## config.mk

```make
export PLATFORM = sky130hd
export DESIGN_NAME = pulse_stretcher
export DESIGN_NICKNAME = d
export VERILOG_FILES = /design/src/rtl/pulse_stretcher.sv
export SDC_FILE = /design/constraint.sdc
export NUM_CORES = 1
export LEC_CHECK = 0
export CORE_ASPECT_RATIO = 0.7
export CORE_MARGIN = 4
export CORE_UTILIZATION = 55
export CTS_BUF_LIST = sky130_fd_sc_hd__clkbuf_16
export DETAILED_ROUTE_END_ITERATION = 10
export PLACE_DENSITY = 0.8
export SLEW_MARGIN = 30
export SYNTH_ARGS = -nofsm -noshare
export SYNTH_HDL_FRONTEND = slang
export SYNTH_SLANG_ARGS = --single-unit
```

## constraint.sdc

```tcl
create_clock -name clk -period 2.3 [get_ports clk]
set_input_delay 0.46 -clock clk [delete_from_list [all_inputs] [get_ports clk]]
set_output_delay 0.46 -clock clk [all_outputs]
set_load 0.1 [all_outputs]
```

## src/rtl/pulse_stretcher.sv

```systemverilog
// Stretches single-cycle event strobes into fixed-width high pulses with a guaranteed low gap.
// Define PULSE_STRETCH_QUEUE_EN to queue events that arrive while a pulse is in progress.
//
// state | meaning
// ------+---------------------------------------------------------
// IDLE  | output low, waiting for an event
// HIGH  | output high, holding for HIGH_CYCLES cycles
// GAP   | output low, holding for GAP_CYCLES cycles before next pulse
module pulse_stretcher #(
  parameter int HIGH_CYCLES = 4,
  parameter int GAP_CYCLES  = 4,
  parameter int CNT_W       = 20,
  parameter int QUEUE_W     = 4
) (
  input  logic               clk,
  input  logic               reset_n,
  input  logic               clr,
  input  logic               pulse_in,
  output logic               out_level,
  output logic               busy,
  output logic [QUEUE_W-1:0] pending,
  output logic               overflow
);

  typedef enum logic [1:0] {
    ST_IDLE = 2'd0,
    ST_HIGH = 2'd1,
    ST_GAP  = 2'd2
  } state_t;

  localparam logic [CNT_W-1:0] HIGH_LAST = CNT_W'(HIGH_CYCLES - 1);
  localparam logic [CNT_W-1:0] GAP_LAST  = CNT_W'(GAP_CYCLES - 1);

  state_t             state;
  logic [CNT_W-1:0]   cnt;
  logic               high_done;
  logic               gap_done;
  logic               ev_busy;

  assign high_done = (state == ST_HIGH) && (cnt == HIGH_LAST);
  assign gap_done  = (state == ST_GAP) && (cnt == GAP_LAST);
  // An event in the final GAP cycle restarts HIGH directly, so it never counts as busy.
  assign ev_busy   = pulse_in && ((state == ST_HIGH) || ((state == ST_GAP) && !gap_done));

`ifdef PULSE_STRETCH_QUEUE_EN
  localparam logic [QUEUE_W-1:0] Q_MAX = '1;
  logic [QUEUE_W-1:0] pend_q;
  logic               dequeue;

  assign dequeue = gap_done && (pend_q != '0);
  assign pending = pend_q;
`else
  assign pending = '0;
`endif

  always_ff @(posedge clk) begin
    if (!reset_n || clr) begin
      state     <= ST_IDLE;
      out_level <= 1'b0;
      busy      <= 1'b0;
      cnt       <= '0;
      overflow  <= 1'b0;
`ifdef PULSE_STRETCH_QUEUE_EN
      pend_q    <= '0;
`endif
    end else begin
      case (state)
        ST_IDLE: begin
          cnt <= '0;
          if (pulse_in) begin
            state     <= ST_HIGH;
            out_level <= 1'b1;
            busy      <= 1'b1;
          end
        end
        ST_HIGH: begin
          if (high_done) begin
            state     <= ST_GAP;
            out_level <= 1'b0;
            cnt       <= '0;
          end else begin
            cnt <= cnt + 1'b1;
          end
        end
        ST_GAP: begin
          if (gap_done) begin
            cnt <= '0;
`ifdef PULSE_STRETCH_QUEUE_EN
            if (pulse_in || dequeue) begin
`else
            if (pulse_in) begin
`endif
              state     <= ST_HIGH;
              out_level <= 1'b1;
            end else begin
              state <= ST_IDLE;
              busy  <= 1'b0;
            end
          end else begin
            cnt <= cnt + 1'b1;
          end
        end
        default: begin
          state     <= ST_IDLE;
          out_level <= 1'b0;
          busy      <= 1'b0;
          cnt       <= '0;
        end
      endcase

`ifdef PULSE_STRETCH_QUEUE_EN
      // A dequeue with a simultaneous event leaves the count unchanged.
      if (dequeue) begin
        if (!pulse_in) pend_q <= pend_q - 1'b1;
      end else if (ev_busy) begin
        if (pend_q == Q_MAX) overflow <= 1'b1;
        else                 pend_q   <= pend_q + 1'b1;
      end
`else
      if (ev_busy) overflow <= 1'b1;
`endif
    end
  end

endmodule

```

==> impl_metrics.yaml <==
clocking:
  clk_path_buf_depth: 2
  post_cts_buffers: 0
  clock_latency_ns: 0.26
  cts_sinks: 25
  root_buffer: "clkbuf_16"
  clk_pin_slew_ns: 0.06
  htree_levels: 1
  holdBufCountCts: 0
  numCtsBuffers: 3
  cts_tree: "yes"
  cts_resized: 0
routing:
  postRouteAntennaNets: 0
  viasPerCell: 5.67
  vias: 1088
  routed_wl_mm: 2.60
  drc: 0
  firstDrtPassIters: 4
  routedWlPerCell_um: 13.5
  drtIter0Drc: 89
power_and_ir_drop:
  vdd_drop_max_v: 0.000393
  p_sw_mw: 0.217
  clkPwrFrac_pct: 43.0
  switching_share_pct: 23.9
  power_leakage_nw: 0.460
  intPower_mw: 0.690
  power_frac_seq_pct: 48.3
  power.total_mw: 0.907
  combPwrFrac_pct: 8.7
  power.density_nw_per_um2: 623
worst_hold_path:
  worstHoldPathCells: 1
  min_from: "cnt[0]"
  hold_path_end: "cnt[0]"
  hp-class: "reg2reg"
global_routing:
  grt.busiest_layer: "met2"
  met2_usage_pct: 25.2
  grt_util_met1_pct: 22.7
  grt.overflow.total: 0
  grt_first_pass_wirelength_mm: 4.19
  grt_pass1_vias: 945
  grtUsageTotal_pct: 16.6
  met3_usage_pct: 5.53
  antenna_found_initial: 0
  grt_start_max_net_pins: 21
floorplanning:
  core_um2: 2210
  top_level_ports: 11
  die_y_um: 48.8
  rows: 14
  die_area_um2: 3230
  fp.dieW_um: 66.3
  start_util_pct: 59.2
timing:
  setup_viol: 0
  rsz0062_at_grt: "no"
  finalHoldViolations: 0
  period_minus_slack_ns: 2.03
  skew_ns: 0.00508
  maxSlewViolCount: 0
  tns_ns: 0
  timing.fmax_ghz: 0.492
  period_share_pct: 88.4
critical_path:
  start_kind: "register"
  critPathKind: "reg2reg"
  reg2reg_slack_ns: 0.27
  end_kind: "register"
  rr_startpoint: "cnt[0]"
  arrival_ns: 2.22
  r2r_cells: 5
  crit_fanout: 8
  cp.required_ns: 2.49
  rr_endpoint: "state[0]"
yosys:
  ys_types: 34
  yosysWarnings: 0
  synth_top_family_by_area: "simple AND/OR/NAND/NOR gates"
  syn_avg_cell_area_um2: 8.54
  synth_xor_area_share_pct: 8.72
  yosys-mux-area-fraction_pct: 0.862
  synthSimpleGateAreaFrac_pct: 32.3
  yosysSeqAreaShare_pct: 38.3
  postSynthCellCount: 153
  synth_fa_ha_area_share_pct: 4.79
  synth-compound-area-share_pct: 9.58
  synth-seq-cells: 25
  syn_area_um2: 1310
flow_run:
  maxCapViolations: 0
layout:
  area_delta_synth_final_pct: 11.4
  finalInstanceArea_um2: 1460
  final_nets: 170
  drive_above_1_share_pct: 8.75
  antenna_cells: 0
placed_design:
  port_buffers: 6
  placed_area_um2: 1370
  gp_congestion: 0.838
  hpwl_mm: 1.92
run_status:
  outcome: "complete, no violations"
## power groups by stage
stage          registers, mW  clock network (mW)  logic [mW]
2_1_floorplan          0.462                   0      0.0546
3_3_place_gp           0.448                   0      0.0770
3_5_place_dp           0.448                   0      0.0786
4_1_cts                0.438               0.394      0.0788
5_1_grt                0.438               0.419      0.0829
6_report               0.438               0.390      0.0793
## area by class of cell
class                      instances  area (µm²)
inverter                           6        22.5
fill                             204         752
clock buffer                       3        75.1
multi-input combinational        118         749
clock inverter                     1        7.51
sequential                        25         500
tap                               32        40.0
timing repair buffer               7        60.1
## metrics by stage
| stage | worst slack, ns | utilization (%) | cells | hold slack [ns] |
|---|---|---|---|---|
| 2_1_floorplan | 0.554 | - | 156 | 0.426 |
| 3_3_place_gp | 0.456 | 62.2 | 188 | 0.438 |
| 3_5_place_dp | 0.343 | 62.2 | 188 | 0.453 |
| 4_1_cts | 0.335 | 65.9 | 192 | 0.467 |
| 5_1_grt | 0.153 | 65.9 | 192 | 0.485 |
| 6_report | 0.266 | 65.9 | 192 | 0.465 |
## worst max path at each step
stage,depth (start not counted),to,from,slack (ns)
CTS,5,state[0],cnt[0],0.33
detailed placement,5,state[0],cnt[0],0.34
floorplan,5,out_level,cnt[0],0.55
finish,5,state[0],cnt[0],0.27
global placement,5,out_level,cnt[0],0.46
global route,6,cnt[2],cnt[0],0.15
## per-layer routing
| metal | up-vias | share of wire [%] |
|---|---|---|
| met5 | - | 0 |
| met4 | 0 | 0.73 |
| met3 | 4 | 6.6 |
| met2 | 28 | 45 |
| met1 | 509 | 47 |
| li1 | 547 | - |
## worst max-delay path: stages, from the launching register on
cell and delay [ns]:
dfxtp_1 0.37, ha_1 0.24, nor4b_1 0.25, nand4_1 0.35
or4_1 0.61, a31oi_1 0.14
## layout by cell type (no fill, tap or decap), types with 2 or more instances in the layout
cell / count
a21oi_1: 7
nor2_1: 21
xnor2_1: 11
nor4b_1: 3
o31ai_1: 2
xor2_1: 2
dfxtp_1: 25
or3_4: 2
nand3_1: 6
nand4_1: 2
buf_4: 4
clkdlybuf4s50_1: 3
clkbuf_16: 3
nor4_1: 5
nor2b_1: 2
o21ai_0: 7
and3_1: 3
nand2_1: 6
ha_1: 5
or4_1: 5
inv_1: 6
nand2b_1: 4
nor3_1: 7
or3_1: 4
conb_1: 4
## cells in the mapped netlist (all sizes together)
cell type	number	area, µm²
a21oi	7	35.0
a31oi	1	6.26
and3	3	18.8
buf	7	45.0
conb	1	3.75
dfxtp	25	500
ha	5	62.6
inv	6	22.5
mux2	1	11.3
nand2	6	22.5
nand2b	4	25.0
nand3	7	47.6
nand4	3	25.0
nor2	21	78.8
nor2b	2	12.5
nor3	7	35.0
nor3b	1	7.51
nor4	5	31.3
nor4b	3	26.3
o2111ai	1	8.76
o211ai	1	7.51
o21ai	7	35.0
o22a	1	8.76
o311ai	1	8.76
o31ai	2	15.0
or2	1	6.26
or3	6	47.5
or4	5	37.5
xnor2	11	96.3
xor2	2	17.5
## registers in the layout (all words and copies together) (netlist names)
signal / flops
busy: 1
cnt: 20
out_level: 1
overflow: 1
state: 2
## logic make-up (layout without fill, tap and decap cells)
group           after synthesis  in the layout
buf+inv                      13             17
mux                           1              1
xor+xnor                     13             13
compound gates               21             21
other cells                   1              4
fa+ha+maj                     5              5
simple gates                 74             74
flops                        25             25
Note: power is estimated with default switching activity, not from simulation.
